--- config.mk ---
export PLATFORM = sky130hd
export DESIGN_NAME = shared_unit_arbiter_flat
export DESIGN_NICKNAME = d
export VERILOG_FILES = /design/src/rtl/shared_unit_arbiter_pkg.sv /design/src/rtl/shared_unit_arbiter_if.sv /design/src/rtl/shared_unit_arbiter_rr_arbiter.sv /design/src/rtl/shared_unit_arbiter.sv /design/src/flat_wrapper.sv
export SDC_FILE = /design/constraint.sdc
export NUM_CORES = 1
export LEC_CHECK = 0
export ABC_AREA = 1
export CAP_MARGIN = 20
export CORE_UTILIZATION = 35
export DETAILED_ROUTE_END_ITERATION = 16
export HOLD_SLACK_MARGIN = 0.12
export SYNTH_ARGS = -nofsm -noshare
export SYNTH_HDL_FRONTEND = slang
export SYNTH_SLANG_ARGS = --single-unit
--- constraint.sdc ---
create_clock -name clk -period 5.3 [get_ports clk]
set_clock_uncertainty 0.15 [all_clocks]
set_input_delay 1.06 -clock clk [delete_from_list [all_inputs] [get_ports clk]]
set_output_delay 1.06 -clock clk [all_outputs]
set_load 0.01 [all_outputs]
--- src/rtl/shared_unit_arbiter_pkg.sv ---
// Shared definitions for the shared-unit arbiter: tag width helper,
// requester limit and the tracking-pipeline stage record.
package shared_arb_pkg;

   localparam int ARB_MAX_REQ = 16;

   // Width of a requester index; never narrower than one bit.
   function automatic int tag_w(input int n);
      return (n <= 2) ? 1 : $clog2(n);
   endfunction

   // Stage records carry tags at the widest width any build can need,
   // so one struct type serves every N_REQ.
   localparam int TAG_W_MAX = tag_w(ARB_MAX_REQ);

   typedef struct packed {
      logic                 vld;
      logic [TAG_W_MAX-1:0] tag;
   } stage_t;

endpackage

--- src/rtl/shared_unit_arbiter_if.sv ---
// Request/result handshake bundle between requesters and the arbiter.
// slave: arbiter side; master: requester side.
interface shared_unit_arbiter_if #(parameter int N_REQ = 4);
   import shared_arb_pkg::*;

   localparam int TAG_W = tag_w(N_REQ);

   logic [N_REQ-1:0] req_valid;
   logic [N_REQ-1:0] req_ready;
   logic [TAG_W-1:0] op_sel;
   logic             op_valid;
   logic             pipe_en;
   logic [N_REQ-1:0] res_valid;
   logic [N_REQ-1:0] res_ready;

   modport slave (
      input  req_valid, res_ready,
      output req_ready, op_sel, op_valid, pipe_en, res_valid
   );

   modport master (
      output req_valid, res_ready,
      input  req_ready, op_sel, op_valid, pipe_en, res_valid
   );

endinterface

--- src/rtl/shared_unit_arbiter_rr_arbiter.sv ---
// Single-grant arbiter. Round-robin starting at ptr by default; with
// SHARED_ARB_FIXED_PRIO_EN defined it is fixed priority (lowest index
// wins) and the ptr input does not exist.
module rr_arbiter
   import shared_arb_pkg::*;
#(
   parameter int N_REQ = 4,
   parameter int TAG_W = tag_w(N_REQ)
) (
   input  logic [N_REQ-1:0] req,
   input  logic             en,
`ifndef SHARED_ARB_FIXED_PRIO_EN
   input  logic [TAG_W-1:0] ptr,
`endif
   output logic [N_REQ-1:0] gnt,
   output logic [TAG_W-1:0] idx
);

   logic found;
   int   j;

   // First requesting index in search order wins; nothing when disabled.
   always_comb begin
      gnt   = '0;
      idx   = '0;
      found = 1'b0;
      j     = 0;
      if (en) begin
         for (int k = 0; k < N_REQ; k++) begin
`ifdef SHARED_ARB_FIXED_PRIO_EN
            j = k;
`else
            j = (int'(ptr) + k) % N_REQ;
`endif
            if (!found && req[j]) begin
               found  = 1'b1;
               gnt[j] = 1'b1;
               idx    = TAG_W'(j);
            end
         end
      end
   end

endmodule

--- src/rtl/shared_unit_arbiter.sv ---
// Time-multiplexes one fixed-latency pipelined unit among N_REQ
// requesters and routes each result back to its owner. The whole
// tracking pipeline stalls when the tail result is not accepted.
// Build option: SHARED_ARB_FIXED_PRIO_EN selects fixed priority.
module shared_unit_arbiter
   import shared_arb_pkg::*;
#(
   parameter int N_REQ   = 4,
   parameter int LATENCY = 8
) (
   input  logic                 clk,
   input  logic                 rst,
   shared_unit_arbiter_if.slave bus
);

   localparam int TAG_W = tag_w(N_REQ);

   stage_t           pipe_q [LATENCY];
   logic [N_REQ-1:0] gnt;
   logic [N_REQ-1:0] tail_hit;
   logic [TAG_W-1:0] gnt_idx;
   logic             pipe_en;
   logic             arb_en;

   // Decode the tail stage into a one-hot owner vector.
   always_comb begin
      tail_hit = '0;
      for (int i = 0; i < N_REQ; i++) begin
         tail_hit[i] = pipe_q[LATENCY-1].vld &&
                       (pipe_q[LATENCY-1].tag == TAG_W_MAX'(i));
      end
   end

   // An empty tail never blocks; a full one needs its owner's ready.
   assign pipe_en = rst || !pipe_q[LATENCY-1].vld || (|(tail_hit & bus.res_ready));
   assign arb_en  = pipe_en && !rst;

   assign bus.pipe_en   = pipe_en;
   assign bus.req_ready = gnt;
   assign bus.op_valid  = |gnt;
   assign bus.op_sel    = gnt_idx;
   assign bus.res_valid = rst ? '0 : tail_hit;

`ifndef SHARED_ARB_FIXED_PRIO_EN
   logic [TAG_W-1:0] ptr;

   // Search restarts just past the most recent winner.
   always_ff @(posedge clk) begin
      if (rst) begin
         ptr <= '0;
      end else if (|gnt) begin
         ptr <= (gnt_idx == TAG_W'(N_REQ - 1)) ? '0 : gnt_idx + TAG_W'(1);
      end
   end
`endif

   rr_arbiter #(
      .N_REQ (N_REQ),
      .TAG_W (TAG_W)
   ) u_arb (
      .req (bus.req_valid),
      .en  (arb_en),
`ifndef SHARED_ARB_FIXED_PRIO_EN
      .ptr (ptr),
`endif
      .gnt (gnt),
      .idx (gnt_idx)
   );

   // Tracking pipeline advances in lockstep with the shared unit.
   always_ff @(posedge clk) begin
      if (rst) begin
         for (int k = 0; k < LATENCY; k++) begin
            pipe_q[k] <= '0;
         end
      end else if (pipe_en) begin
         pipe_q[0] <= {bus.op_valid, TAG_W_MAX'(gnt_idx)};
         for (int k = 1; k < LATENCY; k++) begin
            pipe_q[k] <= pipe_q[k-1];
         end
      end
   end

endmodule

--- src/flat_wrapper.sv ---
// flat-port wrapper written by rule: the top's interface ports become plain ports
module shared_unit_arbiter_flat import shared_arb_pkg::*;
#(
   parameter int N_REQ   = 4,
   parameter int LATENCY = 8
)
  (clk, rst, bus_req_valid, bus_res_ready, bus_req_ready, bus_op_sel, bus_op_valid, bus_pipe_en, bus_res_valid);
  shared_unit_arbiter_if #(.N_REQ(N_REQ)) bus_i ();
  input  logic clk;
  input  logic rst;
  input wire logic [$bits(bus_i.req_valid)-1:0] bus_req_valid;
  input wire logic [$bits(bus_i.res_ready)-1:0] bus_res_ready;
  output wire logic [$bits(bus_i.req_ready)-1:0] bus_req_ready;
  output wire logic [$bits(bus_i.op_sel)-1:0] bus_op_sel;
  output wire logic [$bits(bus_i.op_valid)-1:0] bus_op_valid;
  output wire logic [$bits(bus_i.pipe_en)-1:0] bus_pipe_en;
  output wire logic [$bits(bus_i.res_valid)-1:0] bus_res_valid;
  assign bus_i.req_valid = bus_req_valid;
  assign bus_i.res_ready = bus_res_ready;
  assign bus_req_ready = bus_i.req_ready;
  assign bus_op_sel = bus_i.op_sel;
  assign bus_op_valid = bus_i.op_valid;
  assign bus_pipe_en = bus_i.pipe_en;
  assign bus_res_valid = bus_i.res_valid;
  shared_unit_arbiter #(.N_REQ(N_REQ), .LATENCY(LATENCY)) u_core (.clk(clk), .rst(rst), .bus(bus_i));
endmodule
==> reports/results.tsv <==
metric	value	unit
detailed-routing iteration count for the pre-antenna-repair pass	4	
largest net degree at the start of global routing	25	
Total Die Area	5233	um2
post-route insts no fill	296	
clock sink count	26	
wire length of the first global-routing pass	5.202	mm
total power of the final layout	0.9373	mW
worst hold slack across all endpoints	0.3894	ns
clock root buffer master	sky130_fd_sc_hd__clkbuf_8	
worst reg2reg path depth	14	
total negative slack	0	ns
via count of the first global-routing pass	1182	
Worst Slack Setup Final	0.8884	ns
arrival time reported for the critical path endpoint	3.20	ns
cell total after placement	292	
clock insertion delay at the later pin of the skew report	0.27	ns
DIE WIDTH	72.34	um
result of the run	completed	
element type at the critical path start	input port	
fraction of final layout cells with drive strength greater than 1	12.23	%
setup repair after global routing missed its margin	no	
cell area after placement	2002	um2
final routed wirelength across all metal layers	3.022	mm
vias per inst	4.429	
Slew @ Worst Pin	0.6924	ns
highest ir drop seen on vdd	0.1209	mV
Placer Congestion	0.8665	
number of nets at the end of the flow	248	
antenna violations before repair	0	
effective utilization at floorplan	36.42	%
path category of the worst min-delay check	flop to flop	
required time worst endpoint	4.09	ns
Max FO, Critical Path	11	
pre-CTS WS	0.9020	ns
Routed WL per cell	10.21	um
Area growth syn-to-layout	19.73	%
Final Slew Violations	0	
critical path endpoint category	output pin	
Hold Vio Cnt, Final	0	
Setup CP Type	input port to output pin	
Tcrit/Tclk final	83.24	%
port buffer count	21	
clock tree from TritonCTS	built	
total half-perimeter wirelength after legalization and detailed placement	2.154	mm
top library cells by usage in the layout, fill and taps aside	sky130_fd_sc_hd__inv_1 (42), sky130_fd_sc_hd__nand2_1 (32), sky130_fd_sc_hd__nor2_1 (30)	
core outline area	4755	um2
count of H-tree levels built during CTS	1	
DRC Markers	0	
#FFs+latches synth	26	
via total after detailed routing	1311	
synth unique cells	26	
GRT overflow	0	
max cap viols	0	
gate count of the mapped netlist	207	
sequential fraction of the synthesis area	43.93	%
Finish-stage setup viols	0	
maximum count of clock buffers along a single path	2	
utilization after layout	43.61	%
number of clock buffers inserted by TritonCTS	3	
number of diodes	0	
post_cts resized	0	
chip height	72.34	um
commonest non-fill, non-tap cell in the layout	sky130_fd_sc_hd__inv_1	
power density over cell area	452.1	nW/um2
count of antenna-violating nets left after detailed routing	0	
crit path time final	4.412	ns
tightest slew margin relative to the limit	53.78	%
number of primary I/O pins	22	
LEAKAGE	0.9413	nW
synthesized area per cell	8.366	um2
Non-Filler Cell Area, Final	2073	um2
Synth Cell Area	1732	um2
warnings from Yosys	0	
maximum frequency from static timing analysis	0.2267	GHz
Synth Net Count	225	
Iter 0 DRT Violations	125	
std cell rows	25	
WHS Path Cells	2	
global-route usage over all layers	12.57	%
Hold-fix buffers, CTS	0	
number of buffers inserted by post-CTS setup repair	0	
clock input transition at the sequential cells of the worst setup and hold paths	0.08	ns
report_power, final:
group	internal (mW)	leakage (nW)	switching [mW]
registers	0.278	0.301	0.0352
clock network	0.101	0.0357	0.0600
logic	0.183	0.605	0.280
total	0.562	0.941	0.375
critical path, stage by stage:
cell and delay, ns:
sky130_fd_sc_hd__clkdlybuf4s50_1 0.44, sky130_fd_sc_hd__inv_1 0.10, sky130_fd_sc_hd__nand2_1 0.10, sky130_fd_sc_hd__nand3_4 0.16, sky130_fd_sc_hd__nand2_4 0.08, sky130_fd_sc_hd__nor2_4 0.23
sky130_fd_sc_hd__nand3_1 0.11, sky130_fd_sc_hd__nand3_1 0.11, sky130_fd_sc_hd__nand2_1 0.09, sky130_fd_sc_hd__nand2_2 0.10, sky130_fd_sc_hd__nor2_4 0.05, sky130_fd_sc_hd__inv_1 0.05
sky130_fd_sc_hd__clkdlybuf4s50_1 0.52
final timing paths:
check | start | to | slack, ns
worst max register to register | u_core.ptr[0] | u_core.ptr[1] | 2.62
worst min-delay path | u_core.pipe_q[5][4] | u_core.pipe_q[6][4] | 0.39
worst min register to register | u_core.pipe_q[5][4] | u_core.pipe_q[6][4] | 0.39
worst max-delay path | bus_req_valid[3] | bus_op_valid | 0.89
synthesized netlist by cell type:
master	n	area, um2
sky130_fd_sc_hd__nor2_2	1	6.260
sky130_fd_sc_hd__a21oi_1	4	20.02
sky130_fd_sc_hd__buf_2	1	5.000
sky130_fd_sc_hd__dfxtp_1	2	40.04
sky130_fd_sc_hd__a21boi_0	5	37.54
sky130_fd_sc_hd__bufinv_8	1	17.52
sky130_fd_sc_hd__inv_8	1	11.26
sky130_fd_sc_hd__nor2_1	30	112.6
sky130_fd_sc_hd__nor4_1	3	18.77
sky130_fd_sc_hd__a31oi_4	1	21.27
sky130_fd_sc_hd__nand3_1	24	120.1
sky130_fd_sc_hd__nand2_1	32	120.1
sky130_fd_sc_hd__o21ai_1	1	5.000
sky130_fd_sc_hd__nand3_4	1	17.52
sky130_fd_sc_hd__nand2_2	4	25.02
sky130_fd_sc_hd__nor2_4	2	22.52
sky130_fd_sc_hd__nand4_1	4	25.02
sky130_fd_sc_hd__ha_1	8	100.1
sky130_fd_sc_hd__a31oi_1	1	6.260
sky130_fd_sc_hd__nand3_2	2	20.02
sky130_fd_sc_hd__inv_2	5	18.77
sky130_fd_sc_hd__nand2_4	5	56.30
sky130_fd_sc_hd__clkbuf_1	1	3.750
sky130_fd_sc_hd__buf_6	2	22.52
sky130_fd_sc_hd__inv_1	42	157.7
sky130_fd_sc_hd__edfxtp_1	24	720.7
registers in the layout (all words and copies together), names as in the netlist:
signal         cells
u_core.pipe_q     24
u_core.ptr         2
cell type report:
class                      count  area [um2]
multi-input combinational    128       734.5
clock inverter                 1       30.03
inverter                      49       205.2
clock buffer                   3       41.29
fill                         492        2681
tap                           67       83.83
sequential                    26       760.7
timing repair buffer          22       217.7
routing by layer:
| metal | up-vias | routed length (um) | GRT usage (%) |
|---|---|---|---|
| met2 | 34 | 1335 | 20.15 |
| met5 | - | 0 | 0 |
| met3 | 5 | 139 | 2.778 |
| li1 | 695 | - | - |
| met4 | 0 | 43 | 3.922 |
| met1 | 577 | 1504 | 16.93 |
logic make-up (layout without fill, tap and decap cells):
kind of cell	count (synthesis)	after routing	share of synthesized area, %
buf+inv	53	75	13.66
simple gates	108	108	31.43
fa+ha+maj	8	8	5.781
compound gates	12	12	5.203
flops	26	26	43.93
Power figures use the tool's default switching activity.
